<file path="src/rtl/lap_stopwatch_if.sv">
`default_nettype none
// ============================================================================
// Module      : lap_stopwatch_if
// Description : Pulse inputs and display/stash outputs of the lap stopwatch.
//               The slave modport is the stopwatch side, master the driver.
// Revision    : 1.0 - initial release
// ============================================================================
interface lap_stopwatch_if #(
  parameter int DIGITS = 4,
  parameter int DEPTH  = 8
);
  logic                       trig;
  logic                       split;
  logic                       sample;
  logic                       next_sample;
  logic [4*DIGITS-1:0]        time_out;
  logic [4*DIGITS-1:0]        stash_out;
  logic [$clog2(DEPTH+1)-1:0] stash_cnt;
  logic                       running;
  logic                       frozen;

  modport slave (
    input  trig, split, sample, next_sample,
    output time_out, stash_out, stash_cnt, running, frozen
  );

  modport master (
    output trig, split, sample, next_sample,
    input  time_out, stash_out, stash_cnt, running, frozen
  );
endinterface
`default_nettype wire

</file>
<file path="src/rtl/lap_stopwatch.sv">
`default_nettype none
// ============================================================================
// Module      : lap_stopwatch
// Description : BCD stopwatch with split (frozen snapshot) display and a
//               circular stash of sampled times that can be browsed.
//               Optional macro LAP_STOPWATCH_LAP_DELTA_EN: stash stores the
//               lap time (live count minus previous push) instead of the
//               absolute count.
// Revision    : 1.0 - initial release
// ============================================================================
module lap_stopwatch #(
  parameter int DIGITS   = 4,
  parameter int DEPTH    = 8,
  parameter int TICK_DIV = 1000000
) (
  input  logic         clk,
  input  logic         reset_n,
  lap_stopwatch_if.slave bus
);

  localparam int W  = 4 * DIGITS;
  localparam int AW = $clog2(DEPTH);
  localparam int CW = $clog2(DEPTH + 1);
  localparam int PW = (TICK_DIV > 1) ? $clog2(TICK_DIV) : 1;
  localparam logic [PW-1:0] PRE_LAST = PW'(TICK_DIV - 1);
  localparam logic [AW-1:0] PTR_LAST = AW'(DEPTH - 1);
  localparam logic [CW-1:0] CNT_FULL = CW'(DEPTH);

  typedef enum logic [1:0] {
    IDLE     = 2'd0,
    COUNTING = 2'd1,
    PAUSED   = 2'd2
  } state_t;

  state_t          state, state_nxt;
  logic [PW-1:0]   pre, pre_nxt;
  logic [W-1:0]    count, count_nxt, count_inc;
  logic [W-1:0]    snap, snap_nxt;
  logic            frozen_r, frozen_nxt;
  logic [W-1:0]    time_r;
  logic            running_r;
  logic            tick;

  logic [W-1:0]    mem [DEPTH];
  logic [AW-1:0]   wr_ptr, wr_nxt, old_ptr, old_nxt, sel_ptr, sel_nxt;
  logic [CW-1:0]   cnt_r, cnt_nxt;
  logic [W-1:0]    stash_r, stash_nxt;
  logic [W-1:0]    push_val;

  function automatic logic [AW-1:0] ptr_inc(input logic [AW-1:0] p);
    return (p == PTR_LAST) ? '0 : p + AW'(1);
  endfunction

  function automatic logic [AW-1:0] ptr_dec(input logic [AW-1:0] p);
    return (p == '0) ? PTR_LAST : p - AW'(1);
  endfunction

  assign tick = (state == COUNTING) && (pre == PRE_LAST);

  // Ripple BCD incrementer; all-nines naturally rolls over to all-zeros.
  logic [DIGITS:0] carry;
  assign carry[0] = 1'b1;
  for (genvar d = 0; d < DIGITS; d++) begin : g_inc
    logic [3:0] dig;
    assign dig             = count[4*d +: 4];
    assign carry[d+1]      = carry[d] && (dig == 4'd9);
    assign count_inc[4*d +: 4] = !carry[d]      ? dig :
                                 (dig == 4'd9)  ? 4'd0 : dig + 4'd1;
  end

`ifdef LAP_STOPWATCH_LAP_DELTA_EN
  logic [W-1:0]    lap_ref;
  logic [W-1:0]    lap_delta;
  logic [DIGITS:0] borrow;
  assign borrow[0] = 1'b0;
  // Per-digit BCD subtract; the final borrow is dropped, giving mod 10^DIGITS.
  for (genvar d = 0; d < DIGITS; d++) begin : g_sub
    logic [4:0] diff;
    assign diff        = {1'b0, count[4*d +: 4]} - {1'b0, lap_ref[4*d +: 4]}
                         - {4'b0, borrow[d]};
    assign borrow[d+1] = diff[4];
    assign lap_delta[4*d +: 4] = diff[4] ? diff[3:0] + 4'd10 : diff[3:0];
  end
  assign push_val = lap_delta;

  // Lap reference: cleared on entry to IDLE, otherwise follows each push.
  always_ff @(posedge clk) begin
    if (!reset_n)
      lap_ref <= '0;
    else if (state != IDLE && state_nxt == IDLE)
      lap_ref <= '0;
    else if (bus.sample)
      lap_ref <= count;
  end
`else
  assign push_val = count;
`endif

  // Next-state logic for the FSM, prescaler, live count and split snapshot.
  always_comb begin
    state_nxt  = state;
    pre_nxt    = pre;
    count_nxt  = count;
    snap_nxt   = snap;
    frozen_nxt = frozen_r;
    if (state == COUNTING) begin
      pre_nxt = tick ? '0 : pre + PW'(1);
      if (tick) count_nxt = count_inc;
    end
    case (state)
      IDLE: begin
        if (bus.trig) state_nxt = COUNTING;
      end
      COUNTING: begin
        if (bus.trig) begin
          state_nxt  = PAUSED;
          frozen_nxt = 1'b0;
        end else if (bus.split) begin
          snap_nxt   = count;
          frozen_nxt = 1'b1;
        end
      end
      PAUSED: begin
        if (bus.trig)       state_nxt = COUNTING;
        else if (bus.split) state_nxt = IDLE;
      end
      default: state_nxt = IDLE;
    endcase
    if (state_nxt == IDLE) begin
      count_nxt = '0;
      pre_nxt   = '0;
    end
  end

  // State, count and registered display outputs.
  always_ff @(posedge clk) begin
    if (!reset_n) begin
      state     <= IDLE;
      pre       <= '0;
      count     <= '0;
      snap      <= '0;
      frozen_r  <= 1'b0;
      time_r    <= '0;
      running_r <= 1'b0;
    end else begin
      state     <= state_nxt;
      pre       <= pre_nxt;
      count     <= count_nxt;
      snap      <= snap_nxt;
      frozen_r  <= frozen_nxt;
      time_r    <= frozen_nxt ? snap_nxt : count_nxt;
      running_r <= (state_nxt == COUNTING);
    end
  end

  // Stash pointers: sample wins over browse; oldest only moves once full.
  always_comb begin
    wr_nxt  = wr_ptr;
    old_nxt = old_ptr;
    sel_nxt = sel_ptr;
    cnt_nxt = cnt_r;
    if (bus.sample) begin
      wr_nxt  = ptr_inc(wr_ptr);
      sel_nxt = wr_ptr;
      if (cnt_r == CNT_FULL) old_nxt = ptr_inc(old_ptr);
      else                   cnt_nxt = cnt_r + CW'(1);
    end else if (bus.next_sample && cnt_r != '0) begin
      sel_nxt = (sel_ptr == old_ptr) ? ptr_dec(wr_ptr) : ptr_dec(sel_ptr);
    end
    if (bus.sample)       stash_nxt = push_val;
    else if (cnt_r == '0) stash_nxt = '0;
    else                  stash_nxt = mem[sel_nxt];
  end

  // Stash bookkeeping and registered stash output.
  always_ff @(posedge clk) begin
    if (!reset_n) begin
      wr_ptr  <= '0;
      old_ptr <= '0;
      sel_ptr <= '0;
      cnt_r   <= '0;
      stash_r <= '0;
    end else begin
      wr_ptr  <= wr_nxt;
      old_ptr <= old_nxt;
      sel_ptr <= sel_nxt;
      cnt_r   <= cnt_nxt;
      stash_r <= stash_nxt;
    end
  end

  // Stash storage; contents are never cleared, only hidden by the count.
  always_ff @(posedge clk) begin
    if (reset_n && bus.sample) mem[wr_ptr] <= push_val;
  end

  assign bus.time_out  = time_r;
  assign bus.stash_out = stash_r;
  assign bus.stash_cnt = cnt_r;
  assign bus.running   = running_r;
  assign bus.frozen    = frozen_r;

endmodule
`default_nettype wire

</file>
<file path="src/flat_wrapper.sv">
// flat-port wrapper written by rule: the top's interface ports become plain ports
module lap_stopwatch_flat 
#(
  parameter int DIGITS   = 4,
  parameter int DEPTH    = 8,
  parameter int TICK_DIV = 1000000
)
  (clk, reset_n, bus_trig, bus_split, bus_sample, bus_next_sample, bus_time_out, bus_stash_out, bus_stash_cnt, bus_running, bus_frozen);
  lap_stopwatch_if #(.DIGITS(DIGITS), .DEPTH(DEPTH)) bus_i ();
  input  logic clk;
  input  logic reset_n;
  input wire logic [$bits(bus_i.trig)-1:0] bus_trig;
  input wire logic [$bits(bus_i.split)-1:0] bus_split;
  input wire logic [$bits(bus_i.sample)-1:0] bus_sample;
  input wire logic [$bits(bus_i.next_sample)-1:0] bus_next_sample;
  output wire logic [$bits(bus_i.time_out)-1:0] bus_time_out;
  output wire logic [$bits(bus_i.stash_out)-1:0] bus_stash_out;
  output wire logic [$bits(bus_i.stash_cnt)-1:0] bus_stash_cnt;
  output wire logic [$bits(bus_i.running)-1:0] bus_running;
  output wire logic [$bits(bus_i.frozen)-1:0] bus_frozen;
  assign bus_i.trig = bus_trig;
  assign bus_i.split = bus_split;
  assign bus_i.sample = bus_sample;
  assign bus_i.next_sample = bus_next_sample;
  assign bus_time_out = bus_i.time_out;
  assign bus_stash_out = bus_i.stash_out;
  assign bus_stash_cnt = bus_i.stash_cnt;
  assign bus_running = bus_i.running;
  assign bus_frozen = bus_i.frozen;
  lap_stopwatch #(.DIGITS(DIGITS), .DEPTH(DEPTH), .TICK_DIV(TICK_DIV)) u_core (.clk(clk), .reset_n(reset_n), .bus(bus_i));
endmodule
</file>
<file path="config.mk">
export PLATFORM = sky130hd
export DESIGN_NAME = lap_stopwatch_flat
export DESIGN_NICKNAME = d
export VERILOG_FILES = /design/src/rtl/lap_stopwatch_if.sv /design/src/rtl/lap_stopwatch.sv /design/src/flat_wrapper.sv
export SDC_FILE = /design/constraint.sdc
export NUM_CORES = 1
export LEC_CHECK = 0
export BUFFER_PORTS_ARGS = -buffer_cell sky130_fd_sc_hd__buf_2
export CORE_MARGIN = 2
export CORE_UTILIZATION = 45
export DETAILED_ROUTE_END_ITERATION = 16
export SETUP_SLACK_MARGIN = 0.05
export SYNTH_ARGS = -nofsm -noshare
export SYNTH_HDL_FRONTEND = slang
export SYNTH_SLANG_ARGS = --single-unit
</file>
<file path="constraint.sdc">
create_clock -name clk -period 3.85 [get_ports clk]
set_input_delay 0.5775 -clock clk [delete_from_list [all_inputs] [get_ports clk]]
set_output_delay 0.5775 -clock clk [all_outputs]
set_load 0.1 [all_outputs]
</file>
Word-level counts from Yosys, hierarchy flattened. Memory sizes are Yosys's and may differ from the RTL's. Cells that the tools add are included.

Register bits: 101. Bits of input ports: 6. Logic and storage cells: 85. Memories kept: 1. Memory bits (writable): 128.

Memories: u_core.mem (words 8, bits a word 16, read ports 1, clocked after memory_dff 0, wr ports 1, RTL line lap_stopwatch.sv:44) `logic [W-1:0] mem [DEPTH];`.

Bitwise logic cells: 2. $add $sub $neg: 10. Muxes and demuxes: 34. Eq/ne operators: 12. Reduce and logical (&&, ||, !) cells: 14.

Operator list (number): $mux 16 (9); $mux 4 (7); $mux 3 (7); $add 20x1->20 const B (1); $add 4x1->4 const B (5); $eq 20x20->1 const B (1); $eq 4x4->1 const B (5); $mux 20 (1); $mux 2 (4); $add 3x1->3 const B (2); $eq 3x3->1 const B (2); $logic_not 3->1 (2); $pmux 2 s3 (1); $sub 3x1->3 const B (2); $logic_and 1x1->1 (5); $mux 1 (5); $eq 2x1->1 const B (2); $logic_not 2->1 (2); $logic_not 4->1 (1); $reduce_and 2->1 (2); $reduce_bool 4->1 (1); $eq 3x3->1 (1); $eq 2x2->1 const B (1); $not 1->1 (2); $reduce_or 2->1 (1).

Longest topological paths before layout. Gate-level depths: netlist of the first run.

Depth in word-level cells: 8. Mapped depth: 11. Mapped depth without buffers: 8.

Worst setup path after synthesis of the first run. Ideal clock, no wire load.

Kind: in2reg. Start: input port bus_sample. End: memory u_core.mem[6][0] (netlist name), enable pin. Arrival: 2.786 ns. Path slack: 0.651 ns. Stages: 6. Cells stage by stage: buf_2 inv_1 nor2_1 clkbuf_1 nand2_1 nor3b_1.

Longest elaborated chain between the ends: 3.

RTL lines: from (decl) (RTL line flat_wrapper.sv:14) `input wire logic [$bits(bus_i.sample)-1:0] bus_sample;`; $logic_and 1x1->1 (RTL line lap_stopwatch.sv:194) `if (reset_n && bus.sample) mem[wr_ptr] <= push_val;`; $mux 1 (RTL line lap_stopwatch.sv:194); $mux 1 (implied by the code) (RTL line lap_stopwatch.sv:194); to (decl) (RTL line lap_stopwatch.sv:44).

No other way between the ends.

Worst setup path after layout of the first run.
Start: register u_core.wr_ptr[0]. End: register u_core.stash_r[2], in the netlist u_core.bus.stash_out[2].

Longest elaborated chain between the ends: 8. Elaborated cells on any way between the ends: 9.

RTL lines: from (decl) (RTL line lap_stopwatch.sv:45) `logic [AW-1:0] wr_ptr, wr_nxt, old_ptr, old_nxt, sel_ptr, sel_nxt;`; from (signal assigned) (RTL line lap_stopwatch.sv:184) `wr_ptr <= wr_nxt;`; $sub 3x1->3 / $logic_not 3->1 (equally long branches) (RTL line lap_stopwatch.sv:55) `return (p == '0) ? PTR_LAST : p - AW'(1);`; $mux 3 (RTL line lap_stopwatch.sv:55); $mux 3 (RTL line lap_stopwatch.sv:168) `sel_nxt = (sel_ptr == old_ptr) ? ptr_dec(wr_ptr) : ptr_dec(sel_ptr);`; $mux 3 (RTL line lap_stopwatch.sv:167) `end else if (bus.next_sample && cnt_r != '0) begin`; $mux 3 * (RTL line lap_stopwatch.sv:162) `if (bus.sample) begin`; $mem_v2 8x16 *; $mux 16 * (RTL line lap_stopwatch.sv:171) `else if (cnt_r == '0) stash_nxt = '0;`; $mux 16 * (RTL line lap_stopwatch.sv:170) `if (bus.sample) stash_nxt = push_val;`; to (signal assigned) (RTL line lap_stopwatch.sv:188) `stash_r <= stash_nxt;`; to (decl) (RTL line lap_stopwatch.sv:47) `logic [W-1:0] stash_r, stash_nxt;`.

Mark *: on every way between the ends. The rest lies on a longest branch, timed or not. A chain may end at the register's enable or synchronous reset.

==> results of run 1 <==
final timing paths:
check	startpoint	to	slack [ps]	depth (start not counted)
worst max-delay path	u_core.wr_ptr[0]	u_core.bus.stash_out[2]	950	8
worst min-delay path	bus_trig	u_core.state[1]	430	3
worst max register to register	u_core.wr_ptr[0]	u_core.bus.stash_out[2]	950	8
worst min register to register	u_core.pre[1]	u_core.pre[1]	490	2
power by group through the flow:
stage	combinational (mW)	sequential (mW)	clock, mW
after floorplan	0.271	2.81	0
after global placement	0.498	2.67	0
after detailed placement	0.506	2.67	0
after CTS	0.508	2.62	2.32
after global routing	0.541	2.62	2.41
final	0.504	2.62	2.28
through the flow:
| step | utilization [%] | std cells | instance area, sq um | hold slack [ps] | total power, mW |
|---|---|---|---|---|---|
| finish | 51.52 | 1155 | 11140 | 425.5 | 5.399 |
| CTS | 51.52 | 1155 | 11140 | 418.4 | 5.451 |
| detailed placement | 47.86 | 1109 | 10350 | 476.2 | 3.176 |
| global placement | 47.86 | 1109 | 10350 | 453.9 | 3.167 |
| floorplan | - | 820 | 9849 | 444.5 | 3.079 |
| global route | 51.52 | 1155 | 11140 | 454.6 | 5.577 |
layer usage:
layer | track usage (%) | up-vias | wire (um)
li1 | - | 3158 | -
met3 | 2.539 | 30 | 995
met1 | 26.38 | 3194 | 10130
met2 | 32.00 | 132 | 10740
met5 | 0 | - | 0
met4 | 3.738 | 0 | 325
placed cells by master, fill, tap and decap left out, types with 8 or more instances in the layout:
cell type  instances
o32ai_1           15
edfxtp_1         128
nor2_1            66
or3_1             10
o21ai_0           19
mux2i_1           35
dfxtp_1          101
o221ai_1          15
a21boi_0          32
buf_2             43
clkbuf_16         25
a2111oi_2         13
nand2_1           49
ha_1              17
buf_4             20
a21oi_1           22
nand4_1            8
xor2_1            19
and3_1            69
nor2b_1            9
a2bb2oi_1         10
nand3_1           26
inv_1             15
layout make-up:
type / instances / share of cell area (%)
well taps: 280 / 3.145
multi-input cells: 522 / 33.31
flip-flops and latches: 229 / 52.66
inverters: 15 / 0.5055
clock inverters: 6 / 0.3145
clock buffers: 40 / 6.785
repair buffers: 63 / 3.280
cells in the mapped netlist, drive strengths merged (7+ instances only):
| cell type | n |
|---|---|
| a21oi | 23 |
| xor2 | 19 |
| or3 | 10 |
| clkbuf | 34 |
| edfxtp | 128 |
| nand3 | 26 |
| nor3 | 8 |
| a2111oi | 18 |
| mux2i | 36 |
| o32ai | 15 |
| o221ai | 15 |
| inv | 15 |
| a2bb2oi | 10 |
| nor2b | 9 |
| o211ai | 8 |
| buf | 20 |
| dfxtp | 101 |
| nand2 | 51 |
| xnor2 | 7 |
| ha | 17 |
| a21boi | 32 |
| and3 | 69 |
| nand4 | 8 |
| nor2 | 67 |
| o21ai | 21 |
registers in the layout, summed over array words and instances, names as in the netlist:
| signal | flops |
|---|---|
| u_core.bus.stash_cnt | 4 |
| u_core.state | 2 |
| u_core.bus.stash_out | 16 |
| u_core.count | 16 |
| u_core.wr_ptr | 3 |
| u_core.mem | 128 |
| u_core.snap | 16 |
| u_core.bus.time_out | 16 |
| u_core.old_ptr | 3 |
| u_core.sel_ptr | 3 |
| u_core.pre | 20 |
| u_core.bus.running | 1 |
| u_core.bus.frozen | 1 |
worst register-to-register path, cell delays in order, from the launching register on:
cell      delay (ps)
dfxtp_1          570
inv_1            200
ha_1             260
nand2b_1          90
nand2_1           90
o211ai_4         520
and2_4           530
nand2_4          250
o221ai_1         310
cell families (layout without fill, tap and decap cells):
family,Yosys count,after routing,share of synthesized area (%)
and+or+nand+nor,280,280,15.00
buffers and inverters,69,124,3.277
adders and majority gates,17,17,2.160
muxes,40,40,4.154
DFF,229,229,59.55
xor gates and xnor gates,26,26,2.312
AOI/OAI and AO/OA,159,159,13.54
==> metrics.txt, run 1 <==
outcome=completed; Filler cells=1881; Largest delay share family, worst path=simple AND/OR/NAND/NOR gates; Nets=approximately 900; mapped cell area=around 10000 sq um; post-synth top area share=approximately 39%; post_cts resized=0; Setup Skew=11.29 ps; synth top area cells=edfxtp_1 39%, dfxtp_1 21%, and3_1 4.4%, mux2i_1 3.6%, nor2_1 2.6%; final worst-path setup slack=945.9 ps; slowest cell delay on critical path=roughly 570 ps; crit path cell chain=inv_1 -> ha_1 -> nand2b_1 -> nand2_1 -> o211ai_4 -> and2_4 -> nand2_4 -> o221ai_1; Post-Route WL=22.19 mm; #FFs+latches synth=229; CTS tree=built; Max-slew headroom=42.93%; worst-skew pair later-pin latency=about 520 ps; layout cells sized above 1=between 10% and 20%; Main synth FF type=edfxtp_1; crit path capture type=flop; number of synthesized flops with an enable pin=128; TritonCTS sink count=roughly 230; sequential share of power=48.5%; GRT Total Usage=18.93%; number of diodes=0; TritonRoute pass-1 iters=5; final setup TNS=0 ps; Final setup viols=0; yosys warns=0; required time worst endpoint=approximately 4300 ps; Initial Util=45.56%; clock network fraction of total power=42.2%; crit path DAT=between 3000 and 4000 ps; core region area=between 20000 and 25000 sq um; Seq. cell area=5866 sq um; startpoint types=flop; WS Path Type=reg2reg; Post-synth ARST share=0%; Worst-path clk slew=60 ps; RD Place Congestion=0.8087; Sw Ratio=24.59%; largest net degree at the start of global routing=47; CTS H-tree depth=1; hold buffers post-CTS=0; leakage power=4.120 nW; ratio of final minimum period to clock period=75.43%; worst hold path class=in2reg; Place WS=833.2 ps; final hold violation count=0; first-pass GRT wire length=35.78 mm; Die X=151.9 um; Vias/cell=5.640; RSZ-0062 raised after global routing=false; post-synthesis sequential area ratio=59.55%; I/O Buffers=43; Psw=approximately 1.3 mW; Post-CTS Repair Setup Buffers=0; combinational share of power=9.3%; synthesis-to-layout area growth=13.08%; Crit Path Max Fanout=19; Overflow after GRT=0; FP Rows=54; CTS Buf Count=25; io pins=44; Synth area leader=edfxtp_1; Synthesized Nets=843; Longest Clk Path Bufs=3; PwrDens=around 480 nW/um^2; Avg Inst Size Synth=12.01 sq um; die area=23090 sq um; Int Pwr=a little over 4 mW; measured slew at the worst slew-check pin=~860 ps; cell count after synthesis=820; DR vias=6514; Worst VDD drop=0.3786 mV; buffer and inverter count on the worst path=1; multi-input combinational cell area=3710 sq um; Max Cap Viol=0; DRT iter0 DRCs=roughly 430; Avg WL per Cell=around 19 um; Routed Antenna Nets=0; initial antenna violation count=0; Distinct cells, synth=62; Tmin final=around 2900 ps; Slowest cell on crit path=dfxtp_1; die span in y=151.9 um; Fmax=roughly 340 MHz; DR DRC count=0; number of global-route vias before repair=6498; max-slew violation count=0; Root Buffer Master=clkbuf_16; post-DP HPWL=13.63 mm
Power figures use the tool's default switching activity.
==> run 2: changes to the inputs <==
--- a/config.mk
+++ b/config.mk
@@ -5,6 +5,7 @@
 export SDC_FILE = /design/constraint.sdc
 export NUM_CORES = 1
 export LEC_CHECK = 0
+export ABC_AREA = 1
 export BUFFER_PORTS_ARGS = -buffer_cell sky130_fd_sc_hd__buf_2
 export CORE_MARGIN = 2
 export CORE_UTILIZATION = 45
==> constraint.sdc (replaced) <==
create_clock -name clk -period 2.8 [get_ports clk]
set_input_delay 0.42 -clock clk [delete_from_list [all_inputs] [get_ports clk]]
set_output_delay 0.42 -clock clk [all_outputs]
set_load 0.1 [all_outputs]
==> run 2 against run 1 <==
Compared with the run above: flip-flop and latch count stayed put; clock-buffer cell count is 3 lower; clock power is 33% higher; sequential power is 38% higher; largest power group unchanged; global-route usage is 0.92 points higher; non-clock buffer count is 20 higher.
==> metrics.txt, run 2 <==
CTS Buf Count=25 (unchanged); io pins=44 (unchanged); Adder-Cell Fraction of Synth Area=2.071% (-0.088 points); dpl cells=1447 (+30%); layout cells sized above 1=12.85% (-2.9 points); cell count after synthesis=1122 (+37%); #FFs+latches synth=229 (unchanged); leading cell type in the layout, fill and taps excluded=inv_1; final cell count without fillers=1491 (+29%); number of global-route vias before repair=7292 (+12%); outcome=completed; Crit Path Max Fanout=7 (-12); Max-slew headroom=61.99% (+19 points); ratio of final minimum period to clock period=83.04% (+7.6 points); Worst VDD drop=0.3872 mV (+2.3%); RD Place Congestion=0.7984 (-1.3%); Nets=1212 (+38%); Top Registers=u_core.mem: 128 flops, u_core.pre: 20 flops; Synthesized Nets=1145 (+36%); Main synth FF type=edfxtp_1; measured slew at the worst slew-check pin=569.6 ps (-285.6 ps); crit path capture type=flop; Vias/cell=5.059 (-10%); CTS tree=built; number of synthesized flops with an enable pin=128 (unchanged); Die X=155.1 um (+2.1%); post-synth top area share=37.43% (-1.6 points); Fmax=430.1 MHz (+25%); hold buffers post-CTS=0 (unchanged); largest net degree at the start of global routing=44 (-6.4%); Post-Route WL=23.45 mm (+5.7%); Tmin final=2325 ps (-579.0 ps); largest family of logic cells by synthesized area=simple AND/OR/NAND/NOR gates; Filler cells=2092 (+11%); worst-skew pair later-pin latency=510 ps (about the same); post-synthesis xor/xnor area fraction=0.5117% (-1.8 points); worst hold path class=in2reg; I/O Buffers=43 (unchanged); most frequent cells in the layout=191 x inv_1, 184 x nand2_1, 182 x nand3_1, 128 x edfxtp_1, 101 x dfxtp_1; Overflow after GRT=0 (unchanged); number of diodes=0 (unchanged); post-synthesis mux area share=0.4873% (-3.7 points); GRT Total Usage=19.85% (+0.92 points); TritonCTS sink count=229 (unchanged); Synth top cells by count=191 x inv_1, 185 x nand2_1, 182 x nand3_1; post_cts resized=0 (unchanged); max-slew violation count=0 (unchanged); startpoint types=flop; Setup Skew=10.60 ps (-0.6910 ps); Post-synth ARST share=0% (unchanged); mapped cell area=10270 sq um (+4.3%); core region area=22500 sq um (+4.1%); Post-CTS Repair Setup Buffers=0 (unchanged); Initial Util=45.64% (+0.082 points); die area=24050 sq um (+4.2%); synthesis-to-layout area growth=13.61%; final setup TNS=0 ps (unchanged); initial antenna violation count=0 (unchanged); Root Buffer Master=clkbuf_16; simple logic cell fraction of the synthesized area=23.15% (+8.1 points); CTS H-tree depth=1 (unchanged); most common cell in the netlist=inv_1; die span in y=155.1 um (+2.1%); WS Path Type=reg2reg; post-synthesis sequential area ratio=57.12% (-2.4 points); TritonRoute pass-1 iters=5 (unchanged); leakage power=5.182 nW (+26%); Avg Inst Size Synth=9.153 sq um (-24%); DR vias=7543 (+16%); DR DRC count=0 (unchanged); crit path DAT=2700 ps (-620 ps); required time worst endpoint=3170 ps (-1090 ps); max reg flops=128 (unchanged); first-pass GRT wire length=38.03 mm (+6.3%); Worst-path clk slew=60 ps (about the same); RSZ-0062 raised after global routing=false; PwrDens=646.9 nW/um^2 (+33%); Max Cap Viol=0 (unchanged); Synth Area in Compound Gates=6.798% (-6.7 points); post-DP HPWL=14.81 mm (+8.7%); FP Rows=55 (+1.9%); Final setup viols=0 (unchanged); register name with the most flops=u_core.mem; Routed Antenna Nets=0 (unchanged); Distinct cells, synth=51 (-18%); yosys warns=0 (unchanged); Synth area leader=edfxtp_1; synth top area cells=edfxtp_1 37%, dfxtp_1 20%, nand3_1 8.9%, inv_1 7.0%, nand2_1 6.8%; final hold violation count=0 (unchanged); Longest Clk Path Bufs=3 (unchanged); Avg WL per Cell=15.73 um (-18%); DRT iter0 DRCs=466 (+9.4%)
==> run 2: changes by cell type in the layout (fill, tap and decap cells not counted), moves of 24 or more <==
cell and change:
nand2_1 +135, mux2i_1 -30, nand3_1 +156, inv_1 +176
and3_1 -69, o21ai_0 +24
==> run 2: cell families after synthesis <==
group	count (synthesis)
and+or+nand+nor	507
buffers and inverters	243
DFF	229
AOI/OAI and AO/OA	115
adders and majority gates	17
xor gates and xnor gates	6
muxes	5
==> run 2: worst max-delay path: stages (launching register included) <==
cell	delay (ps)
dfxtp_1	370
ha_1	190
nand2_1	60
inv_1	60
nand2_1	90
nor4_1	290
nand4_1	440
nand2_1	170
nand4_1	110
a21boi_0	380
==> run 2: worst paths after layout <==
check                                     from  cells past startpoint  slack, ps                      end
worst max-delay path             u_core.pre[0]                      9        470   u_core.bus.time_out[8]
worst min-delay path                   reset_n                      3        300  u_core.bus.stash_cnt[0]
worst max register to register   u_core.pre[0]                      9        470   u_core.bus.time_out[8]
worst min register to register  u_core.pre[10]                      1        470           u_core.pre[10]
==> run 2: layer usage <==
metal,GRT usage (%),part of all wire [%],vias to the layer above
met2,34.18,47,130
met3,2.507,4.0,27
met1,27.04,47,3553
li1,-,-,3833
met5,0,0,-
met4,4.189,1.7,0
==> run 2: area by class of cell <==
| cell class | instances | area, sq um | area share [%] |
|---|---|---|---|
| Clock buffer | 37 | 721.9 | 6.188 |
| Clock inverter | 7 | 33.78 | 0.2895 |
| Inverter | 200 | 755.7 | 6.477 |
| Multi-Input combinational cell | 650 | 3393 | 29.08 |
| Sequential cell | 229 | 5866 | 50.27 |
| Tap cell | 285 | 356.6 | 3.056 |
| Timing Repair Buffer | 83 | 540.5 | 4.633 |
==> run 2: report_power, final <==
group | total [mW] | leakage, nW | switching (mW) | internal (mW)
registers | 3.62 | 2.04 | 0.0298 | 3.59
logic | 0.897 | 2.76 | 0.670 | 0.227
clock network | 3.03 | 0.376 | 1.26 | 1.77
==> run 2: through the flow <==
| stage | hold WS (ps) | total power [mW] | util [%] | instance area [sq um] | setup WS, ps |
|---|---|---|---|---|---|
| floorplan | 443.4 | 4.396 | - | 10270 | 211.2 |
| global placement | 457.9 | 4.592 | 48.49 | 10910 | 503.2 |
| detailed placement | 467.5 | 4.595 | 48.49 | 10910 | 559.3 |
| CTS | 288.5 | 7.625 | 51.85 | 11670 | 515.6 |
| global route | 327.3 | 7.848 | 51.85 | 11670 | 301.8 |
| finish | 300.3 | 7.548 | 51.85 | 11670 | 474.9 |
==> run 3: changes to the inputs <==
==> constraint.sdc (replaced) <==
create_clock -name clk -period 2.2 [get_ports clk]
set_input_delay 0.33 -clock clk [delete_from_list [all_inputs] [get_ports clk]]
set_output_delay 0.33 -clock clk [all_outputs]
set_load 0.1 [all_outputs]
==> run 3 against run 2 <==
Compared with the run above: combinational power rose by 53%; sequential share of layout area down 1.9 points; first-iteration DRC count grew 18%; die area is the same; via count grew 2.1%; global-route usage fell by 0.17 points; setup slack worse by 360 ps; critical path type unchanged; highest routed layer unchanged.
==> metrics.txt, run 3 (synthesis results as in run 2) <==
outcome=completed; final hold violation count=0 (unchanged); leading cell type in the layout, fill and taps excluded=inv_1; Root Buffer Master=clkbuf_16; Final setup viols=0 (unchanged); PwrDens=813.8 nW/um^2 (+26%); worst hold path class=in2reg; Vias/cell=5.082 (+0.45%); initial antenna violation count=0 (unchanged); die area=24050 sq um (unchanged); post-DP HPWL=14.28 mm (-3.6%); Setup Skew=13.54 ps (+2.941 ps); multi-input combinational cell area=3472 sq um (+2.3%); met1 Usage GRT=27.12% (+0.077 points); core region area=22500 sq um (unchanged); largest net degree at the start of global routing=66 (+50%); CTS tree=built; Power Total=9.898 mW (+31%); crit path capture type=flop; busiest grt layer=met2; FF-to-FF End=u_core.bus.stash_out[2]; R2R setup slack=120 ps (-360 ps); Avg WL per Cell=16.75 um (+6.5%); Overflow after GRT=0 (unchanged); layout cells sized above 1=16.41% (+3.6 points); DRT iter0 DRCs=551 (+18%); CTS H-tree depth=1 (unchanged); Worst-path clk slew=60 ps (about the same); worst hold path depth=3 (unchanged); TritonCTS sink count=229 (unchanged); WS Path Type=reg2reg; Routed Antenna Nets=0 (unchanged); io pins=44 (unchanged); TritonRoute pass-1 iters=5 (unchanged); DR vias=7704 (+2.1%); worst hold endpoint=u_core.count[6]; DR DRC count=0 (unchanged); Fmax=480.5 MHz (+12%); crit path DAT=2480 ps (-220 ps); Tmin final=2081 ps (-244.0 ps); Max Cap Viol=0 (unchanged); CTS Buf Count=25 (unchanged); max reg flops=128 (unchanged); first-pass GRT wire length=37.73 mm (-0.80%); worst-skew pair later-pin latency=520 ps (about the same); Top Registers=u_core.mem: 128 flops, u_core.pre: 20 flops; I/O Buffers=43 (unchanged); most frequent cells in the layout=186 x inv_1, 182 x nand2_1, 181 x nand3_1, 128 x edfxtp_1, 94 x dfxtp_1; R2R Path Start=u_core.bus.stash_cnt[0]; Die X=155.1 um (unchanged); met2 usage=32.95% (-1.2 points); max-slew violation count=0 (unchanged); Filler cells=2049 (-2.1%); ratio of final minimum period to clock period=94.60% (+12 points); Worst VDD drop=0.4488 mV (+16%); register name with the most flops=u_core.mem; hold buffers post-CTS=0 (unchanged); required time worst endpoint=2600 ps (-570 ps); Longest Clk Path Bufs=3 (unchanged); number of global-route vias before repair=7181 (-1.5%); Nets=1236 (+2.0%); Seq. cell area=5879 sq um (+0.23%); startpoint types=flop; r2r worst-path depth=15 (+6); measured slew at the worst slew-check pin=512.5 ps (-57.08 ps); GRT Total Usage=19.68% (-0.17 points); FP Rows=55 (unchanged); die span in y=155.1 um (unchanged); RSZ-0062 raised after global routing=true; met3 global-route usage=2.674% (+0.17 points); leakage power=5.401 nW (+4.2%); synthesis-to-layout area growth=18.43%; min-delay src=reset_n; number of diodes=0 (unchanged); Max-slew headroom=65.47% (+3.5 points); final setup TNS=0 ps (unchanged); RD Place Congestion=0.7891 (-1.2%); Initial Util=45.64% (unchanged); Crit Path Max Fanout=8 (+1); Post-Route WL=25.40 mm (+8.3%)
[run 3: power by group]
group          internal [mW]  switching, mW
clock                   2.28           1.65
sequential              4.57         0.0357
combinational          0.414          0.952
[run 3: cell type report]
class / count / share of cell area, %
Sequential cell: 229 / 48.34
Multi-Input combinational cell: 650 / 28.55
Timing Repair Buffer: 107 / 7.633
Inverter: 200 / 6.213
Clock buffer: 29 / 5.473
Tap cell: 285 / 2.932
Clock inverter: 16 / 0.8641
[run 3: how the worst max path moves through the flow]
| stage | from | end | slack [ps] | cells after the start |
|---|---|---|---|---|
| final | u_core.bus.stash_cnt[0] | u_core.bus.stash_out[2] | 120 | 15 |
| after global placement | u_core.bus.stash_cnt[0] | u_core.bus.stash_out[2] | 150 | 14 |
| after floorplan | u_core.bus.stash_cnt[0] | u_core.bus.stash_out[6] | 150 | 15 |
| after detailed placement | u_core.bus.stash_cnt[0] | u_core.bus.stash_out[10] | 120 | 14 |
| after global routing | u_core.bus.stash_cnt[0] | u_core.bus.stash_out[6] | 30 | 15 |
| after CTS | u_core.bus.stash_cnt[0] | u_core.bus.stash_out[10] | 110 | 14 |
[run 3: worst max-delay path, cell delays in order, from the launching register on]
cell and delay [ps]:
dfxtp_4 360, inv_2 40, ha_2 170, inv_2 70, nor3_4 50, nor2_4 150, inv_4 70, a21oi_4 160
nand2_4 140, nand2_8 180, clkbuf_16 200, nand2_1 60, nand3_1 60, nand3_1 80, nand3_1 100, nand2_1 70
[run 3: routing by layer]
metal	wire, um	share of wire [%]
met1	11370	45
met2	12030	47
met3	1423	5.6
met4	575	2.3
met5	0	0
[run 3: timing repair]
item                                    in CTS  in global routing
resized for setup                            0                 29
buffers inserted                             0                  7
endpoints found under the setup margin       0                 35
[run 3: metrics by stage]
| step | instance area, sq um | hold WS, ps | cells | setup slack [ps] | util (%) |
|---|---|---|---|---|---|
| 2_1_floorplan | 10280 | 443.4 | 1122 | 150.6 | - |
| 3_5_place_dp | 11000 | 466.5 | 1452 | 124.7 | 48.87 |
| 4_1_cts | 11770 | 204.6 | 1497 | 113.4 | 52.29 |
| 3_3_place_gp | 11000 | 455.9 | 1452 | 154.9 | 48.87 |
| 5_1_grt | 12160 | 239.6 | 1516 | 27.01 | 54.05 |
| 6_report | 12160 | 232.4 | 1516 | 118.9 | 54.05 |
